--- src/rtl/alioth_timer_pkg.sv ---
// rtl/alioth_timer_pkg.sv - shared register map, CTRL bit positions and FSM encoding
// Purpose : constants and types shared by alioth_timer and its prescaler.
// Contents: register offsets (addr_i[3:0]), CTRL bit indices, run-state enum.
package alioth_timer_pkg;

    localparam logic [3:0] ADDR_CTRL     = 4'h0;
    localparam logic [3:0] ADDR_COUNT    = 4'h4;
    localparam logic [3:0] ADDR_VALUE    = 4'h8;
    localparam logic [3:0] ADDR_PRESCALE = 4'hC;

    localparam int CTRL_EN          = 0;
    localparam int CTRL_INT_EN      = 1;
    localparam int CTRL_INT_PEND    = 2;
    localparam int CTRL_AUTO_RELOAD = 3;

    // CTRL.EN reads back as (state == ST_RUN); there is no separate EN flop.
    typedef enum logic {
        ST_IDLE = 1'b0,
        ST_RUN  = 1'b1
    } state_e;

endpackage

--- src/rtl/alioth_timer_prescaler.sv ---
// rtl/alioth_timer_prescaler.sv - prescale counter producing one tick per PRESCALE+1 run cycles
// Ports:
//   clk, rst          clock, synchronous active-high reset
//   run_i             timer is in RUN; counter advances only then
//   start_i           IDLE->RUN transition; clears the counter
//   prescale_i[31:0]  divide value; tick every prescale_i+1 run cycles
//   tick_o            combinational tick for the current cycle
module alioth_timer_prescaler (
    input  logic        clk,
    input  logic        rst,
    input  logic        run_i,
    input  logic        start_i,
    input  logic [31:0] prescale_i,
    output logic        tick_o
);

    logic [31:0] pcnt_q, pcnt_d;

    // >= rather than == so that lowering PRESCALE below the current count
    // produces a tick immediately instead of a 2^32-cycle stall.
    assign tick_o = run_i && (pcnt_q >= prescale_i);

    always_comb begin
        pcnt_d = pcnt_q;
        if (start_i) begin
            pcnt_d = '0;
        end else if (run_i) begin
            pcnt_d = tick_o ? '0 : pcnt_q + 32'd1;
        end
    end

    always_ff @(posedge clk) begin
        if (rst) begin
            pcnt_q <= '0;
        end else begin
            pcnt_q <= pcnt_d;
        end
    end

endmodule

--- src/rtl/alioth_timer.sv ---
// rtl/alioth_timer.sv - register-mapped compare timer with one-shot/auto-reload and interrupt
// Ports:
//   clk, rst        clock, synchronous active-high reset
//   addr_i[31:0]    register address, only [3:0] decoded
//   data_i[31:0]    write data
//   we_i            write strobe
//   data_o[31:0]    combinational read data for addr_i
//   int_sig_o       CTRL.INT_PEND & CTRL.INT_EN
// Build option: ALIOTH_TIMER_PRESCALER_EN adds the PRESCALE register and prescaler.
module alioth_timer
    import alioth_timer_pkg::*;
(
    input  logic        clk,
    input  logic        rst,
    input  logic [31:0] addr_i,
    input  logic [31:0] data_i,
    input  logic        we_i,
    output logic [31:0] data_o,
    output logic        int_sig_o
);

    state_e      state_q, state_d;
    logic        int_en_q, int_en_d;
    logic        pend_q, pend_d;
    logic        ar_q, ar_d;
    logic [31:0] count_q, count_d;
    logic [31:0] value_q, value_d;
    logic [31:0] prescale_rd;
    logic        tick;
    logic        match;
    logic        start;
    logic        wr_ctrl, wr_value;
    logic        unused_addr;

    assign unused_addr = ^addr_i[31:4];

    assign wr_ctrl  = we_i && (addr_i[3:0] == ADDR_CTRL);
    assign wr_value = we_i && (addr_i[3:0] == ADDR_VALUE);
    assign start    = wr_ctrl && data_i[CTRL_EN] && (state_q == ST_IDLE);

`ifdef ALIOTH_TIMER_PRESCALER_EN
    logic [31:0] prescale_q;

    always_ff @(posedge clk) begin
        if (rst) begin
            prescale_q <= '0;
        end else if (we_i && (addr_i[3:0] == ADDR_PRESCALE)) begin
            prescale_q <= data_i;
        end
    end

    assign prescale_rd = prescale_q;

    alioth_timer_prescaler u_prescaler (
        .clk        (clk),
        .rst        (rst),
        .run_i      (state_q == ST_RUN),
        .start_i    (start),
        .prescale_i (prescale_q),
        .tick_o     (tick)
    );
`else
    assign prescale_rd = '0;
    assign tick        = (state_q == ST_RUN);
`endif

    // Compare uses the registered VALUE, so a VALUE write only affects the next edge.
    assign match = tick && (value_q != '0) && (count_q == value_q);

    always_comb begin
        state_d  = state_q;
        int_en_d = int_en_q;
        pend_d   = pend_q;
        ar_d     = ar_q;
        count_d  = count_q;
        value_d  = value_q;

        if (state_q == ST_RUN) begin
            if (value_q == '0) begin
                count_d = '0;
            end else if (match) begin
                count_d = '0;
            end else if (tick) begin
                count_d = count_q + 32'd1;
            end
            if (match && !ar_q) begin
                state_d = ST_IDLE;
            end
        end

        if (match) begin
            pend_d = 1'b1;
        end

        // A CTRL write overrides the match's EN decision; the W1C clear loses to a match.
        if (wr_ctrl) begin
            state_d  = data_i[CTRL_EN] ? ST_RUN : ST_IDLE;
            int_en_d = data_i[CTRL_INT_EN];
            ar_d     = data_i[CTRL_AUTO_RELOAD];
            if (data_i[CTRL_INT_PEND] && !match) begin
                pend_d = 1'b0;
            end
        end

        if (start) begin
            count_d = '0;
        end

        if (wr_value) begin
            value_d = data_i;
        end
    end

    always_ff @(posedge clk) begin
        if (rst) begin
            state_q  <= ST_IDLE;
            int_en_q <= 1'b0;
            pend_q   <= 1'b0;
            ar_q     <= 1'b0;
            count_q  <= '0;
            value_q  <= '0;
        end else begin
            state_q  <= state_d;
            int_en_q <= int_en_d;
            pend_q   <= pend_d;
            ar_q     <= ar_d;
            count_q  <= count_d;
            value_q  <= value_d;
        end
    end

    always_comb begin
        data_o = '0;
        case (addr_i[3:0])
            ADDR_CTRL: begin
                data_o[CTRL_EN]          = (state_q == ST_RUN);
                data_o[CTRL_INT_EN]      = int_en_q;
                data_o[CTRL_INT_PEND]    = pend_q;
                data_o[CTRL_AUTO_RELOAD] = ar_q;
            end
            ADDR_COUNT:    data_o = count_q;
            ADDR_VALUE:    data_o = value_q;
            ADDR_PRESCALE: data_o = prescale_rd;
            default:       data_o = '0;
        endcase
    end

    assign int_sig_o = pend_q & int_en_q;

endmodule

--- config.mk ---
export PLATFORM = sky130hd
export DESIGN_NAME = alioth_timer
export DESIGN_NICKNAME = d
export VERILOG_FILES = /design/src/rtl/alioth_timer_pkg.sv /design/src/rtl/alioth_timer_prescaler.sv /design/src/rtl/alioth_timer.sv
export SDC_FILE = /design/constraint.sdc
export NUM_CORES = 1
export LEC_CHECK = 0
export BUFFER_PORTS_ARGS = -buffer_cell sky130_fd_sc_hd__buf_2
export CAP_MARGIN = 20
export CORE_UTILIZATION = 35
export DETAILED_ROUTE_END_ITERATION = 8
export SETUP_SLACK_MARGIN = 0.4
export SYNTH_ARGS = -nofsm -noshare
export SYNTH_HDL_FRONTEND = slang
export SYNTH_HIERARCHICAL = 1
export SYNTH_SLANG_ARGS = --single-unit
--- constraint.sdc ---
create_clock -name clk -period 4.42 [get_ports clk]
set_clock_uncertainty 0.15 [all_clocks]
set_input_delay 1.326 -clock clk [delete_from_list [all_inputs] [get_ports clk]]
set_output_delay 1.326 -clock clk [all_outputs]
set_load 0.02 [all_outputs]
* Word level (Yosys, flattened, before mapping)
Cells that the tools add are included.
** Operators by class
- Add/sub/neg operators :: 1
- Equal/unequal tests :: 3
- Multiplexer cells :: 11
- Bitwise operators :: 2
- Reduce and logical (&&, ||, !) cells :: 14
** Operators by type and width (count)
- $mux W32 :: 2
- $pmux W28 S2 :: 1
- $add A32 B1 Y32 const B :: 1
- $eq A32 B32 Y1 :: 1
- $logic_not A32 Y1 :: 1
- $reduce_bool A32 Y1 :: 1
- $pmux W4 S3 :: 1
- $logic_and A1 B1 Y1 :: 8
- $mux W1 :: 7
- $eq A4 B3 Y1 const B :: 1
- $eq A4 B4 Y1 const B :: 1
- $logic_not A4 Y1 :: 1
- $logic_not A1 Y1 :: 2
- $reduce_or A2 Y1 :: 1
- $and A1 B1 Y1 :: 1
- $not A1 Y1 :: 1
** Storage, ports and cells
- Register bits after elaboration :: 68
- Output and inout port bits :: 33

* Depth between registers and ports, before layout
Gate-level depths: netlist of run 1.
- Word-level depth :: 7
- Gate-level depth with buffers :: 8
- Mapped depth without buffers :: 7

* Worst setup path before layout of run 1
OpenSTA, ideal clock, no wires.
- Kind :: input-to-output
- Start point :: input port addr_i[3]
- End point :: output port data_o[11]
- Arrival :: 2.472 ns
- Required time :: 2.944 ns
- Path slack :: 0.472 ns
- Cell stages on the path :: 3
- Buffers on the path :: 1
- Cells stage by stage :: nor4b_1 > clkbuf_1 > a22o_1
** On the way
- Cells in the longest elaborated chain, start to end :: 2
- Elaborated cells between the ends (all ways) :: 3
** Ends and longest elaborated chain
- start, declared :: RTL line alioth_timer.sv:15 : input logic [31:0] addr_i,
- $eq A4 B4 Y1 or $eq A4 B3 Y1 (tied branches) :: RTL line alioth_timer.sv:134 : case (addr_i[3:0])
- $pmux W28 S2 * :: RTL line alioth_timer.sv:134
- end, declared :: RTL line alioth_timer.sv:18 : output logic [31:0] data_o,
Every way passes the cells marked *; elsewhere a longest branch is shown, timed or not.

* Worst setup path in the final report of run 1
- Start point :: input port addr_i[3]
- End point :: output port data_o[15]
The elaborated chain is that of the path after synthesis.

==> impl_metrics.py, run 1 <==
metrics = {
    "critical_path": {
        "rrSetupSlack_ns": 1.43,
        "crit_path_frequent_cell": "buf_2",
        "worstReg2RegEnd": "count_q[16]",
        "worst-setup-path-type": "primary input to output port",
        "worst-path-buf-inv": 3,
        "worstPathCellList": "buf_2 > nor4b_2 > buf_12 > a22o_1 > buf_2",
        "crit_family": "buffers and inverters",
        "r2r-start": "count_q[7]",
        "r2r_cells": 7,
        "start_kind": "primary input",
        "crit_required_ns": 2.94,
        "critPathMaxStageDelay_ns": 0.37,
        "cp_max_fo": 32,
        "cp_data_arrival_time_ns": 2.43,
        "end_kind": "output port",
        "slowest_stage": "nor4b_2",
    },
    "clock_tree": {
        "cts_resized": 0,
        "insertion_delay_ns": 0.36,
        "cts_tree": "yes",
        "htree_levels": 3,
        "cts.sinks": 68,
        "clkTransAtPathRegs_ns": 0.08,
        "cts_made_buffers": 9,
        "cts_max_path_buffers": 2,
        "hold_buffers": 0,
        "clock_tree.root_cell": "clkbuf_8",
        "postCtsSetupRepairBufs": 0,
    },
    "place": {
        "dp_hpwl_um": 7930,
        "portBuffers": 71,
        "dp.cells": 651,
        "gp_congestion": 0.858,
    },
    "yosys": {
        "yosysWarnings": 6,
        "seq_area_frac_synth_pct": 35.6,
        "synth_nets": 548,
        "netlist_area_um2": 3830,
        "avgSynthCellArea_um2": 7.98,
        "synth_edf_count": 0,
        "synth_cells": 480,
        "synth_top_cell_by_area": "dfxtp_1",
        "ys_seq_elements": 68,
        "synth.area.top_cells": "dfxtp_1 (36%), nand2_1 (11%), xor2_1 (10%)",
        "ys.flop_type": "dfxtp_1",
        "async_flop_share_pct": 0,
        "yosysUniqueCellTypes": 47,
        "synth_top_area_share_pct": 35.6,
    },
    "die": {
        "start_util_pct": 36.6,
        "die_h_um": 107,
        "rows": 37,
        "core_area_um2": 10500,
        "dieWidth_um": 107,
        "ios": 100,
        "die_area_um2": 11400,
    },
    "grt": {
        "grt_pass1_wl_um": 18000,
        "grt_overflow": 0,
        "grt_pass1_vias": 3509,
        "grt_usage_pct": 20.4,
        "antenna_found_initial": 0,
        "grt_start_max_net_pins": 36,
    },
    "timing": {
        "max_freq_ghz": 0.256,
        "maxSlewViolCount": 0,
        "hold_ws_ns": 0.335,
        "fin_setup_tns_ns": 0,
        "setup_viol": 0,
        "post-route-period-util_pct": 88.5,
        "fin_crit_ns": 3.91,
        "rsz0062_at_grt": "false",
        "tightest_slew_ns": 1.02,
        "finalHoldViolCount": 0,
        "maxSlewHeadroom_pct": 31.8,
    },
    "drt": {
        "dr.pass1.iters": 5,
        "via_count": 3683,
        "ant_nets": 0,
        "wire_per_inst_um": 16.6,
        "drc": 0,
        "vias_per_cell": 5.51,
        "drt_iter0_drc": 255,
        "wl_um": 11100,
    },
    "finish": {
        "final_common_cell": "nand2_1",
        "mostFrequentLayoutCells": "nand2_1 (112), buf_2 (71), dfxtp_1 (68)",
        "area_growth_pct": 16.8,
        "diodes": 0,
        "drive_gt1_share_pct": 21.4,
        "fill_cells": 1127,
        "layout.nets": 595,
        "instances_no_fill": 668,
    },
    "job": {
        "cap_violations": 0,
    },
    "min_path": {
        "hold_end": "ar_q",
        "hold_class": "flip-flop to flip-flop",
        "hold_depth": 2,
        "hold_start": "ar_q",
    },
    "pwr": {
        "leakage_uw": 0.00191,
        "max-vdd-ir-drop_v": 0.000163,
        "powerDensity_nw_per_um2": 290,
    },
    "status": {
        "status": "completed",
    },
}
cell families after synthesis:
kind of cell    Yosys count  share of synthesized area [%]
simple gates            201                           25.8
buf+inv                  52                           6.90
fa+ha+maj                 1                          0.327
xor+xnor                 52                           11.9
compound gates          106                           19.5
flops                    68                           35.6
tightest hold or removal path: cells and delay by family, from the launching register on:
| kind | cells | cell delay (ns) |
|---|---|---|
| simple gates | 1 | 0.06 |
| flops | 1 | 0.33 |
| compound gates | 1 | 0.06 |
power by group:
| part | leakage, µW | internal [µW] | switching [µW] | total [µW] |
|---|---|---|---|---|
| clock network | 0.000110 | 335 | 256 | 591 |
| logic | 0.00125 | 31.4 | 49.3 | 80.7 |
| registers | 0.000548 | 616 | 6.24 | 622 |
flip-flops by register name (all words and copies together) (netlist names):
| name | flops |
|---|---|
| pend_q | 1 |
| value_q | 32 |
| state_q | 1 |
| int_en_q | 1 |
| ar_q | 1 |
| count_q | 32 |
stage by stage:
step           area [µm²]  utilization [%]  setup slack, ns  power [µW]
3_3_place_gp         4220             40.3            0.514         715
5_1_grt              4470             42.7            0.424        1330
3_5_place_dp         4220             40.3            0.517         716
2_1_floorplan        3830                -            0.472         679
6_report             4470             42.7            0.510        1290
4_1_cts              4440             42.5            0.521        1300
layout make-up:
| type | instances | area, µm² | share of cell area, % |
|---|---|---|---|
| clock buffer | 11 | 141 | 3.16 |
| clock inverter | 5 | 85.1 | 1.90 |
| inverter | 9 | 33.8 | 0.756 |
| multi-input combinational | 360 | 2220 | 49.6 |
| sequential | 68 | 1360 | 30.5 |
| tap | 136 | 170 | 3.81 |
| timing repair buffer | 79 | 460 | 10.3 |
cell usage after synthesis, types with 2 or more instances:
| master | count |
|---|---|
| o311ai_0 | 3 |
| nor4_1 | 18 |
| and4_1 | 3 |
| nand4_2 | 2 |
| nand4_1 | 11 |
| a21oi_1 | 36 |
| clkbuf_1 | 18 |
| o21ai_0 | 12 |
| nor2_1 | 6 |
| buf_4 | 2 |
| o21ai_2 | 10 |
| or2_2 | 2 |
| clkbuf_2 | 4 |
| o211ai_1 | 2 |
| dfxtp_1 | 68 |
| nand2_1 | 112 |
| a22o_1 | 28 |
| nor3_1 | 2 |
| xnor2_1 | 7 |
| a31oi_1 | 2 |
| inv_1 | 9 |
| buf_2 | 14 |
| or4_1 | 2 |
| and2_1 | 5 |
| a222oi_1 | 4 |
| nand3_1 | 25 |
| buf_6 | 3 |
| or3_1 | 2 |
| and3_1 | 4 |
| o21a_1 | 3 |
| xor2_1 | 45 |
worst max-delay path by stage:
| stage | from | end | slack (ns) | cells after the start |
|---|---|---|---|---|
| finish | addr_i[3] | data_o[15] | 0.51 | 5 |
| global route | addr_i[1] | data_o[15] | 0.42 | 5 |
| CTS | addr_i[3] | data_o[17] | 0.52 | 5 |
| detailed placement | addr_i[3] | data_o[17] | 0.52 | 5 |
| global placement | addr_i[3] | data_o[16] | 0.51 | 5 |
| floorplan | addr_i[3] | data_o[11] | 0.47 | 3 |
metal layers:
metal  vias up  wire length (µm)  track usage (%)
met1      1740              5220             29.0
met3        22               712             3.47
met5         -                 0                0
met2       147              4890             30.3
met4         0               270             8.71
li1       1774                 -                -
No activity file was read; power rests on OpenSTA's default activity.
==> run 2: changes to the inputs <==
==> constraint.sdc (replaced) <==
create_clock -name clk -period 4.42 [get_ports clk]
set_clock_uncertainty 0.15 [all_clocks]
set_input_delay 0.221 -clock clk [delete_from_list [all_inputs] [get_ports clk]]
set_output_delay 0.221 -clock clk [all_outputs]
set_load 0.02 [all_outputs]
==> impl_metrics.py, run 2 (synthesis results as in run 1) <==
metrics = {
    "status": {
        "status": "completed",
    },
    "min_path": {
        "hold_end": "value_q[0]",
        "hold_start": "data_i[0]",
        "hold_class": "primary input to flip-flop",
        "hold_depth": 3,
    },
    "drt": {
        "vias_per_cell": 5.38,
        "wl_um": 11100,
        "wire_per_inst_um": 15.9,
        "dr.pass1.iters": 5,
        "ant_nets": 0,
        "drt_iter0_drc": 244,
        "via_count": 3750,
        "drc": 0,
    },
    "pwr": {
        "powerDensity_nw_per_um2": 258,
        "leakage_uw": 0.00200,
        "p_comb_share_pct": 8.4,
        "p_switching_uw": 334,
        "power_frac_seq_pct": 51.5,
        "max-vdd-ir-drop_v": 0.000149,
        "internal-power_uw": 876,
        "swShare_pct": 27.6,
        "power_frac_clock_pct": 40.2,
    },
    "timing": {
        "tightest_slew_ns": 0.684,
        "max_freq_ghz": 0.409,
        "finalHoldViolCount": 0,
        "setup_viol": 0,
        "hold_ws_ns": 0.00557,
        "fin_setup_tns_ns": 0,
        "rsz0062_at_grt": "false",
        "maxSlewViolCount": 0,
        "post-route-period-util_pct": 55.3,
        "fin_crit_ns": 2.44,
        "maxSlewHeadroom_pct": 54.4,
    },
    "critical_path": {
        "cp_data_arrival_time_ns": 2.53,
        "crit_required_ns": 4.51,
        "start_kind": "flip-flop",
        "rrSetupSlack_ns": 1.98,
        "cp_max_fo": 29,
        "worst-setup-path-type": "flip-flop to flip-flop",
        "r2r-start": "count_q[11]",
        "r2r_cells": 7,
        "worstReg2RegEnd": "count_q[25]",
        "end_kind": "flip-flop",
    },
    "clock_tree": {
        "insertion_delay_ns": 0.35,
        "cts_made_buffers": 9,
        "clkTransAtPathRegs_ns": 0.08,
        "htree_levels": 3,
        "cts_tree": "yes",
        "clock_tree.root_cell": "clkbuf_8",
        "postCtsSetupRepairBufs": 0,
        "cts.sinks": 68,
        "cts_max_path_buffers": 2,
    },
    "die": {
        "rows": 37,
        "core_area_um2": 10500,
        "ios": 100,
        "start_util_pct": 36.6,
        "die_area_um2": 11400,
        "die_h_um": 107,
        "dieWidth_um": 107,
    },
    "finish": {
        "layout.nets": 624,
        "fill_cells": 1104,
        "area_growth_pct": 22.6,
        "mostFrequentLayoutCells": "nand2_1 (112), buf_2 (71), dfxtp_1 (68)",
        "fin_util_pct": 44.9,
        "seq_area_um2": 1360,
        "final_area_um2": 4690,
        "reg_top3": "count_q: 32 flops, value_q: 32 flops",
        "final_common_cell": "nand2_1",
        "diodes": 0,
        "drive_gt1_share_pct": 20.3,
        "multiInputGateArea_um2": 2220,
        "instances_no_fill": 697,
    },
    "grt": {
        "antenna_found_initial": 0,
        "grt_usage_pct": 19.9,
        "grt_pass1_vias": 3448,
        "grt_overflow": 0,
        "grt_start_max_net_pins": 38,
        "grt_pass1_wl_um": 17700,
    },
    "place": {
        "dp.cells": 650,
        "dpl_cell_area_um2": 4180,
        "portBuffers": 71,
        "dp_hpwl_um": 7850,
        "gp_congestion": 0.821,
    },
    "job": {
        "cap_violations": 0,
    },
}
run 2: critical path, stage by stage, from the launching register on:
cell,delay [ns]
dfxtp_1,0.48
xor2_1,0.15
nor4_1,0.41
nand4_2,0.24
o2111ai_2,0.24
buf_4,0.38
or4_1,0.17
nand3_1,0.08
run 2: layout make-up:
type,count,share of cell area (%)
multi-input combinational,360,47.3
sequential,68,29.0
timing repair buffer,108,15.5
tap,136,3.63
clock buffer,9,2.64
clock inverter,7,1.23
inverter,9,0.720
run 2: through the flow:
stage	power (µW)	setup slack, ns
global route	1250	1.85
floorplan	679	2.46
detailed placement	713	1.97
CTS	1210	1.99
global placement	712	2.04
finish	1210	1.98
run 2: layer usage:
| metal | track usage [%] | part of all wire, % | vias up |
|---|---|---|---|
| met1 | 27.4 | 46 | 1763 |
| met4 | 7.14 | 2.0 | 0 |
| met5 | 0 | 0 | - |
| li1 | - | - | 1839 |
| met2 | 31.4 | 46 | 132 |
| met3 | 3.22 | 6.4 | 16 |
run 2: repair_timing:
item,4_1_cts,5_1_grt
hold endpoints to repair,32,0
gates resized for setup,0,0
hold buffers,30,0
run 2: how the worst max path moves through the flow:
stage	startpoint	to	slack [ns]
after floorplan	count_q[0]	count_q[30]	2.46
after global placement	rst	count_q[3]	2.04
after detailed placement	rst	count_q[14]	1.97
after CTS	state_q	count_q[14]	1.99
after global routing	count_q[11]	count_q[25]	1.85
final	count_q[11]	count_q[25]	1.98
run 2: power by group through the flow:
stage / logic, µW / clock network [µW] / registers (µW)
after global placement: 75.5 / 0 / 637
after CTS: 96.7 / 492 / 622
after global routing: 110 / 520 / 623
after detailed placement: 76.5 / 0 / 637
after floorplan: 44.3 / 0 / 634
final: 101 / 486 / 622
